==> src/rtl/pmic_i2c_pkg.sv <==
// ---------------------------------------------------------------------------
// pmic_i2c_pkg : EFB I2C1 register map, command bytes and sequencer states.
// Rev 1.0
// ---------------------------------------------------------------------------
`default_nettype none

package pmic_i2c_pkg;

  localparam logic [7:0] EFB_CR   = 8'h40;
  localparam logic [7:0] EFB_CMDR = 8'h41;
  localparam logic [7:0] EFB_BR0  = 8'h42;
  localparam logic [7:0] EFB_BR1  = 8'h43;
  localparam logic [7:0] EFB_TXDR = 8'h44;
  localparam logic [7:0] EFB_SR   = 8'h45;
  localparam logic [7:0] EFB_RXDR = 8'h47;

  localparam logic [7:0] CMD_STA_WR = 8'h94;
  localparam logic [7:0] CMD_WR     = 8'h14;
  localparam logic [7:0] CMD_STO    = 8'h44;
  localparam logic [7:0] CMD_RD_STO = 8'h6C;
  localparam logic [7:0] CR_ENABLE  = 8'h80;

  localparam int SR_BUSY  = 6;
  localparam int SR_RARC  = 5;
  localparam int SR_SRW   = 4;
  localparam int SR_ARBL  = 3;
  localparam int SR_TRRDY = 2;

  typedef enum logic [4:0] {
    S_RST_WAIT  = 5'd0,
    S_INIT_BR0  = 5'd1,
    S_INIT_BR1  = 5'd2,
    S_INIT_CR   = 5'd3,
    S_IDLE      = 5'd4,
    S_TX_DEVW   = 5'd5,
    S_CMD_STA   = 5'd6,
    S_WAIT_A    = 5'd7,
    S_TX_REG    = 5'd8,
    S_CMD_REG   = 5'd9,
    S_WAIT_R    = 5'd10,
    S_TX_DATA   = 5'd11,
    S_CMD_DATA  = 5'd12,
    S_WAIT_D    = 5'd13,
    S_CMD_STOP  = 5'd14,
    S_WAIT_IDLE = 5'd15,
    S_TX_DEVR   = 5'd16,
    S_CMD_RSTA  = 5'd17,
    S_WAIT_SRW  = 5'd18,
    S_CMD_RD    = 5'd19,
    S_WAIT_RD   = 5'd20,
    S_RD_RXDR   = 5'd21,
    S_ERR_STOP  = 5'd22,
    S_ERR_WAIT  = 5'd23,
    S_DONE      = 5'd24
  } state_t;

endpackage

`default_nettype wire

==> src/rtl/pmic_i2c_master.sv <==
// ---------------------------------------------------------------------------
// pmic_i2c_master : sequences single-byte I2C register reads/writes via EFB I2C1.
// Rev 1.0
// ---------------------------------------------------------------------------
`default_nettype none

module pmic_i2c_master
  import pmic_i2c_pkg::*;
#(
  parameter logic [9:0] PRESCALE   = 10'd60,
  parameter int         POLL_LIMIT = 1024,
  parameter int         RST_WAIT   = 16
) (
  input  logic       i_clk,
  input  logic       i_rst_n,
  input  logic       i_start,
  input  logic       i_rw,
  input  logic [6:0] i_dev_addr,
  input  logic [7:0] i_reg_addr,
  input  logic [7:0] i_wdata,
  output logic       o_ready,
  output logic       o_busy,
  output logic       o_done,
  output logic       o_err,
  output logic [7:0] o_rdata,
  output logic       o_wb_begin,
  output logic       o_wb_we,
  output logic [7:0] o_wb_addr,
  output logic [7:0] o_wb_wdata,
  input  logic       i_wb_done,
  input  logic [7:0] i_wb_rdata
);

  localparam int PW = $clog2(POLL_LIMIT + 1);
  localparam int RW = $clog2(RST_WAIT + 1);
  localparam logic [PW-1:0] POLL_LAST = PW'(POLL_LIMIT - 1);
  localparam logic [RW-1:0] RST_LAST  = RW'(RST_WAIT - 1);

  state_t        state;
  logic          in_flight;
  logic [PW-1:0] poll_cnt;
  logic [RW-1:0] rst_cnt;
  logic          rw_q;
  logic [6:0]    dev_q;
  logic [7:0]    reg_q;
  logic [7:0]    wdata_q;
  logic [7:0]    rx_byte;

  logic          op_valid;
  logic          op_we;
  logic [7:0]    op_addr;
  logic [7:0]    op_data;
  state_t        seq_next;
  logic          is_poll;
  logic          cond_met;
  logic          chk_rarc;

  // Each state owns one EFB access; wait states are SR reads with a pass condition.
  always_comb begin
    op_valid = 1'b1;
    op_we    = 1'b1;
    op_addr  = EFB_SR;
    op_data  = 8'h00;
    seq_next = state;
    is_poll  = 1'b0;
    cond_met = 1'b0;
    chk_rarc = 1'b0;
    case (state)
      S_INIT_BR0: begin op_addr = EFB_BR0;  op_data = PRESCALE[7:0];          seq_next = S_INIT_BR1; end
      S_INIT_BR1: begin op_addr = EFB_BR1;  op_data = {6'b0, PRESCALE[9:8]};  seq_next = S_INIT_CR;  end
      S_INIT_CR:  begin op_addr = EFB_CR;   op_data = CR_ENABLE;              seq_next = S_IDLE;     end
      S_TX_DEVW:  begin op_addr = EFB_TXDR; op_data = {dev_q, 1'b0};          seq_next = S_CMD_STA;  end
      S_CMD_STA:  begin op_addr = EFB_CMDR; op_data = CMD_STA_WR;             seq_next = S_WAIT_A;   end
      S_TX_REG:   begin op_addr = EFB_TXDR; op_data = reg_q;                  seq_next = S_CMD_REG;  end
      S_CMD_REG:  begin op_addr = EFB_CMDR; op_data = CMD_WR;                 seq_next = S_WAIT_R;   end
      S_TX_DATA:  begin op_addr = EFB_TXDR; op_data = wdata_q;                seq_next = S_CMD_DATA; end
      S_CMD_DATA: begin op_addr = EFB_CMDR; op_data = CMD_WR;                 seq_next = S_WAIT_D;   end
      S_CMD_STOP: begin op_addr = EFB_CMDR; op_data = CMD_STO;                seq_next = S_WAIT_IDLE; end
      S_TX_DEVR:  begin op_addr = EFB_TXDR; op_data = {dev_q, 1'b1};          seq_next = S_CMD_RSTA; end
      S_CMD_RSTA: begin op_addr = EFB_CMDR; op_data = CMD_STA_WR;             seq_next = S_WAIT_SRW; end
      S_CMD_RD:   begin op_addr = EFB_CMDR; op_data = CMD_RD_STO;             seq_next = S_WAIT_RD;  end
      S_ERR_STOP: begin op_addr = EFB_CMDR; op_data = CMD_STO;                seq_next = S_ERR_WAIT; end
      S_RD_RXDR:  begin op_we = 1'b0; op_addr = EFB_RXDR;                     seq_next = S_WAIT_IDLE; end
      S_WAIT_A, S_WAIT_R, S_WAIT_D: begin
        op_we    = 1'b0;
        is_poll  = 1'b1;
        cond_met = i_wb_rdata[SR_TRRDY];
        chk_rarc = 1'b1;
        seq_next = (state == S_WAIT_A) ? S_TX_REG :
                   (state == S_WAIT_D) ? S_CMD_STOP :
                   (rw_q ? S_TX_DEVR : S_TX_DATA);
      end
      S_WAIT_SRW: begin
        op_we = 1'b0; is_poll = 1'b1; cond_met = i_wb_rdata[SR_SRW]; chk_rarc = 1'b1; seq_next = S_CMD_RD;
      end
      S_WAIT_RD: begin
        op_we = 1'b0; is_poll = 1'b1; cond_met = i_wb_rdata[SR_TRRDY]; seq_next = S_RD_RXDR;
      end
      S_WAIT_IDLE, S_ERR_WAIT: begin
        op_we = 1'b0; is_poll = 1'b1; cond_met = ~i_wb_rdata[SR_BUSY]; seq_next = S_DONE;
      end
      default: begin
        op_valid = 1'b0;
        op_we    = 1'b0;
      end
    endcase
  end

  logic   poll_fin;
  logic   poll_err;
  logic   poll_retry;
  state_t poll_state;

  always_comb begin
    poll_fin   = 1'b0;
    poll_err   = 1'b0;
    poll_retry = 1'b0;
    poll_state = seq_next;
    if (i_wb_rdata[SR_ARBL]) begin
      // Bus is no longer ours, so no stop is issued.
      poll_fin = 1'b1;
      poll_err = 1'b1;
    end else if (cond_met) begin
      if (chk_rarc && i_wb_rdata[SR_RARC]) begin
        poll_state = S_ERR_STOP;
      end else if (seq_next == S_DONE) begin
        poll_fin = 1'b1;
        poll_err = (state == S_ERR_WAIT);
      end
    end else if (poll_cnt == POLL_LAST) begin
      if (state == S_ERR_WAIT) begin
        poll_fin = 1'b1;
        poll_err = 1'b1;
      end else begin
        poll_state = S_ERR_STOP;
      end
    end else begin
      poll_retry = 1'b1;
    end
  end

  always_ff @(posedge i_clk) begin
    if (!i_rst_n) begin
      state      <= S_RST_WAIT;
      in_flight  <= 1'b0;
      poll_cnt   <= '0;
      rst_cnt    <= '0;
      rw_q       <= 1'b0;
      dev_q      <= 7'h00;
      reg_q      <= 8'h00;
      wdata_q    <= 8'h00;
      rx_byte    <= 8'h00;
      o_ready    <= 1'b0;
      o_busy     <= 1'b0;
      o_done     <= 1'b0;
      o_err      <= 1'b0;
      o_rdata    <= 8'h00;
      o_wb_begin <= 1'b0;
      o_wb_we    <= 1'b0;
      o_wb_addr  <= 8'h00;
      o_wb_wdata <= 8'h00;
    end else begin
      o_wb_begin <= 1'b0;
      o_done     <= 1'b0;
      case (state)
        // The handler has no reset; any done seen here belongs to a stale access.
        S_RST_WAIT: begin
          if (rst_cnt == RST_LAST) state <= S_INIT_BR0;
          else                     rst_cnt <= rst_cnt + 1'b1;
        end
        S_IDLE: begin
          if (i_start && o_ready && !o_busy) begin
            rw_q    <= i_rw;
            dev_q   <= i_dev_addr;
            reg_q   <= i_reg_addr;
            wdata_q <= i_wdata;
            o_err   <= 1'b0;
            o_busy  <= 1'b1;
            state   <= S_TX_DEVW;
          end
        end
        S_DONE: begin
          o_busy <= 1'b0;
          state  <= S_IDLE;
        end
        default: begin
          if (!in_flight) begin
            if (op_valid) begin
              o_wb_begin <= 1'b1;
              o_wb_we    <= op_we;
              o_wb_addr  <= op_addr;
              o_wb_wdata <= op_data;
              in_flight  <= 1'b1;
            end
          end else if (i_wb_done) begin
            in_flight <= 1'b0;
            poll_cnt  <= '0;
            if (!is_poll) begin
              state <= seq_next;
              if (state == S_INIT_CR) o_ready <= 1'b1;
              if (state == S_RD_RXDR) rx_byte <= i_wb_rdata;
            end else if (poll_fin) begin
              o_done <= 1'b1;
              o_err  <= poll_err;
              state  <= S_DONE;
              if (!poll_err && rw_q) o_rdata <= rx_byte;
            end else if (poll_retry) begin
              poll_cnt <= poll_cnt + 1'b1;
            end else begin
              state <= poll_state;
            end
          end
        end
      endcase
    end
  end

endmodule

`default_nettype wire

==> config.mk <==
export PLATFORM = sky130hd
export DESIGN_NAME = pmic_i2c_master
export DESIGN_NICKNAME = d
export VERILOG_FILES = /design/src/rtl/pmic_i2c_pkg.sv /design/src/rtl/pmic_i2c_master.sv
export SDC_FILE = /design/constraint.sdc
export NUM_CORES = 1
export LEC_CHECK = 0
export ABC_AREA = 1
export CAP_MARGIN = 20
export CORE_ASPECT_RATIO = 1.2
export CORE_MARGIN = 2
export CORE_UTILIZATION = 60
export CTS_BUF_LIST = sky130_fd_sc_hd__clkbuf_2 sky130_fd_sc_hd__clkbuf_4 sky130_fd_sc_hd__clkbuf_8
export DETAILED_ROUTE_END_ITERATION = 8
export HOLD_SLACK_MARGIN = 0.06
export PLACE_DENSITY = 0.85
export SLEW_MARGIN = 30
export SYNTH_ARGS = -nofsm -noshare
export SYNTH_HDL_FRONTEND = slang
export SYNTH_SLANG_ARGS = --single-unit
==> constraint.sdc <==
create_clock -name i_clk -period 3.87 [get_ports i_clk]
set_input_delay 0.9675 -clock i_clk [delete_from_list [all_inputs] [get_ports i_clk]]
set_output_delay 0.9675 -clock i_clk [all_outputs]
set_load 0.005 [all_outputs]
After elaboration in Yosys (flattened, before gate mapping). Index checks and enable logic that the tools add are counted.

Input bits: 36. Flip-flop bits (word level): 84. Output and inout bits: 30. Word-level logic and storage cells: 151.

Equality and inequality tests: 30. Mux-type cells: 52. Bitwise gates (word level): 8. Add/subtract/negate cells: 2. Reductions and logical operators: 41.

Operator list (count): $pmux 5 s18 (1); $pmux 8 s10 (1); $mux 5 (15); $eq 5x5->1 const B (10); $eq 5x4->1 const B (9); $mux 11 (3); $mux 1 (27); $reduce_or 22->1 (1); $reduce_or 7->1 (3); $eq 5x3->1 const B (4); $pmux 3 s6 (1); $pmux 5 s3 (1); $reduce_and 5->1 (3); $reduce_or 14->1 (1); $reduce_and 6->1 (2); $reduce_or 2->1 (6); $reduce_or 4->1 (3); $add 11x1->11 const B (1); $eq 11x10->1 const B (1); $eq 5x2->1 const B (2); $reduce_bool 2->1 (5); $not 1->1 (8); $reduce_bool 4->1 (2); $ne 6x3->1 const B (1); 12 further kinds (22).

Longest topological paths before layout.
Depth in word-level cells: 14. Depth in mapped cells: 16. Mapped depth without buffers: 15.

Worst setup path after synthesis. OpenSTA, ideal clock, no wires.

Path type: in2reg. Start point: in i_wb_done. End point: reg o_rdata[0]. Stages on the path: 7. Path slack: 1849 ps. Path buffers: 0. Required time: 3754 ps. Setup time: 116 ps. Arrival: 1905 ps. Cells stage by stage: nand2_1 > inv_1 > nand2_1 > nor4_2 > nand2_2 > o21ai_0 > nor2_1.

Longest elaborated chain between the ends: 1.

RTL lines: start, declared (RTL line pmic_i2c_master.sv:30) `input logic i_wb_done,`; $reduce_and 6->1 (no source line); end signal, assigned (RTL line pmic_i2c_master.sv:206) `if (!poll_err && rw_q) o_rdata <= rx_byte;`; end, declared (RTL line pmic_i2c_master.sv:25) `output logic [7:0] o_rdata,`.

Every way passes these cells. A chain may end at the register's enable or synchronous reset.

Worst setup path in the final report.
Start point: reg state[4]. End point: reg o_wb_addr[0].

Longest elaborated chain between the ends: 4. Elaborated cells between the ends (all ways): 33. Those cells by class: eq/ne: 24; mux: 2; bitwise: 1; reduce/logical: 6.

RTL lines: start, declared (RTL line pmic_i2c_master.sv:39) `state_t state;`; start signal, assigned (RTL line pmic_i2c_master.sv:199) `state <= seq_next;`; start signal, assigned (RTL line pmic_i2c_master.sv:210) `state <= poll_state;`; $eq 5x3->1, or another cell as far along (RTL line pmic_i2c_master.sv:68) `case (state)`; $reduce_or 22->1 (no source line) or $reduce_or 3->1 (tied branches); $mux 1 or $not 1->1 (tied branches); $reduce_and 3->1 (no source line); end signal, assigned (RTL line pmic_i2c_master.sv:191) `o_wb_addr <= op_addr;`; end, declared (RTL line pmic_i2c_master.sv:28) `output logic [7:0] o_wb_addr,`.

Several ways; a longest one is shown, not always the timed one.

==> results.toml <==
[pwr]
power_w = 0.00219
vdd_drop_max_mv = 0.312
p_per_area_nw_per_um2 = 443
leakage_nw = 2.03

[logic_synthesis]
synthDistinctLibCells = 40
yosys.area.top_type_share_pct = 39.4
async_flop_share_pct = 0
synth.area.top_cells = "dfxtp_1 (39%), nor2_1 (9.0%), nand2_1 (7.9%)"
synth-adder-area-share_pct = 0.924
yosys.area.top_type = "dfxtp_1"
synth_edf_count = 0
synth_compound_area_share_pct = 16.9
syn_inst = 581
synth_ff_type = "dfxtp_1"
synthMuxAreaShare_pct = 0
synth_top_family_by_area = "simple AND/OR/NAND/NOR gates"
yosysSeqAreaShare_pct = 39.4
ys.warnings.count = 0
syn_area_sq_um = 4060
synthXorXnorAreaFrac_pct = 1.72
ys_ff_latch = 80
yosys.area_share.simple_pct = 32.3
synth.avg_cell_area_sq_um = 6.99

[clock_tree]
clk_path_buf_depth = 2
cts_tree = "yes"
clkTransAtPathRegs_ns = 0.09
post_cts_buffers = 0
cts_sinks = 80
htree_levels = 3
root_buffer = "clkbuf_8"
holdBufCountCts = 0
numCtsBuffers = 9
insertion_delay_ns = 0.36
cts_resized = 0

[detailed_routing]
postRouteAntennaNets = 0
drt_wl_total_mm = 11.4
drt_iter0_markers = 266
vias = 4137
drc = 0
dr.pass1.iters = 5
wl_per_cell_um = 15.8
viasPerCell = 5.70

[placed_design]
dp_cells = 710
gp_congestion = 0.954
dp.final_hpwl_mm = 8.16
io_buffers = 61

[sta]
slew_headroom_pct = 50.3
slew_viol_final = 0
setup_tns_ns = 0
skew_ns = 0.0106
min_period_ns = 2.93
fmax_mhz = 341
rsz0062_at_grt = "no"
fin_crit_sh_pct = 75.7
worst_pin_slew_ns = 0.727
hold_violations = 0
setup_viol = 0

[min_path]
hold_class = "flop to flop"

[flow_run]
cap_viol_max_count = 0

[final_layout]
num-nets-final = 675
drive_gt1_share_pct = 9.36
final_common_cell = "nor2_1"
final_cell_mix = "nor2_1 (97), nand2_1 (85), dfxtp_1 (80)"
areaGrowthSynthToFinish_pct = 21.9
n_antenna_cell = 0
fin_cells = 726

[floorplan]
die_y_um = 94.1
die-width_um = 79.1
ioPinCount = 66
fp-row-count = 32
initial_core_util_pct = 62.6
coreArea_sq_um = 6490
fp.dieArea_sq_um = 7450

[outcome]
status = "finished clean"

[global_route]
grt_pass1_vias = 3930
grt_pass1_wl_mm = 18.3
grt_start_max_net_pins = 60
grt_usage_pct = 31.4
gr-total-overflow = 0
antenna_found_initial = 0

[critical_path]
cp-start-kind = "flop"
critPathRequiredTime_ns = 4.12
path_max_fanout = 12
end_kind = "flop"
timing_worst_setup_path_type = "flop to flop"
cp.arrival_ns = 3.18
cells by family (layout without fill, tap and decap cells):
logic type	Yosys count	count (layout)
AOI/OAI and AO/OA	124	124
xor gates and xnor gates	8	8
adders and majority gates	3	3
other	1	4
and+or+nand+nor	279	279
buffers and inverters	86	143
DFF	80	80
stage by stage:
stage | hold WS [ns] | cell area (sq um) | util [%] | worst slack (ns)
final | 0.447 | 4950 | 76.3 | 0.941
after global routing | 0.468 | 4950 | 76.3 | 0.679
after CTS | 0.452 | 4950 | 76.3 | 1.03
after detailed placement | 0.437 | 4690 | 72.4 | 0.932
after global placement | 0.434 | 4690 | 72.4 | 1.05
after floorplan | 0.420 | 4070 | - | 1.85
synth_stat cells, drive strengths merged, types with 5 or more instances:
cell,number
nor2,113
nand2,92
dfxtp,80
inv,64
o21ai,58
nand3,50
a21oi,46
nor3,14
buf,11
clkbuf,11
a211oi,6
xor2,6
nand4,5
critical path: stages, from the launching register on:
cell and delay, ns:
dfxtp_1 0.60, inv_1 0.24, nand3_1 0.36, nand2_1 0.16
nor2_1 0.11, nand3_1 0.11, nor2_1 0.24, nand2_1 0.15
nand2_1 0.39, inv_1 0.19, o21ai_0 0.21, a21oi_1 0.06
worst paths after layout:
check / startpoint / to / slack (ns) / cells after the start
setup / recovery: state[4] / o_wb_addr[0] / 0.94 / 11
hold / removal: o_wb_addr[6] / o_wb_addr[6] / 0.45 / 2
setup reg to reg: state[4] / o_wb_addr[0] / 0.94 / 11
hold reg to reg: o_wb_addr[6] / o_wb_addr[6] / 0.45 / 2
per-layer routing:
layer	vias up	track usage [%]	share of wire (%)
li1	2011	-	-
met1	1922	37.1	41
met2	170	55.7	50
met3	34	4.13	5.5
met4	0	15.1	3.4
met5	-	0	0
sequential cells by signal, indices dropped and copies added, names as in the netlist:
name,cells
o_wb_we,1
wdata_q,8
o_busy,1
state,5
o_wb_addr,4
reg_q,8
dev_q,7
o_wb_begin,1
rx_byte,8
o_wb_wdata,8
in_flight,1
o_rdata,8
rw_q,1
o_done,1
o_err,1
poll_cnt,11
rst_cnt,5
o_ready,1
area by class of cell:
type                    count  area [sq um]
inverters                  64           240
multi-input cells         418          2120
flip-flops and latches     80          1600
well taps                  85           106
clock inverters             7           133
repair buffers             63           626
clock buffers               9           124
fillers                   499          1540
power breakdown:
| part | total [W] | internal, W | switching (W) |
|---|---|---|---|
| registers | 0.000912 | 0.000867 | 0.0000456 |
| logic | 0.000493 | 0.000184 | 0.000308 |
| clock network | 0.000787 | 0.000444 | 0.000342 |
| total | 0.00219 | 0.00150 | 0.000696 |
Note: power is estimated with default switching activity, not from simulation.
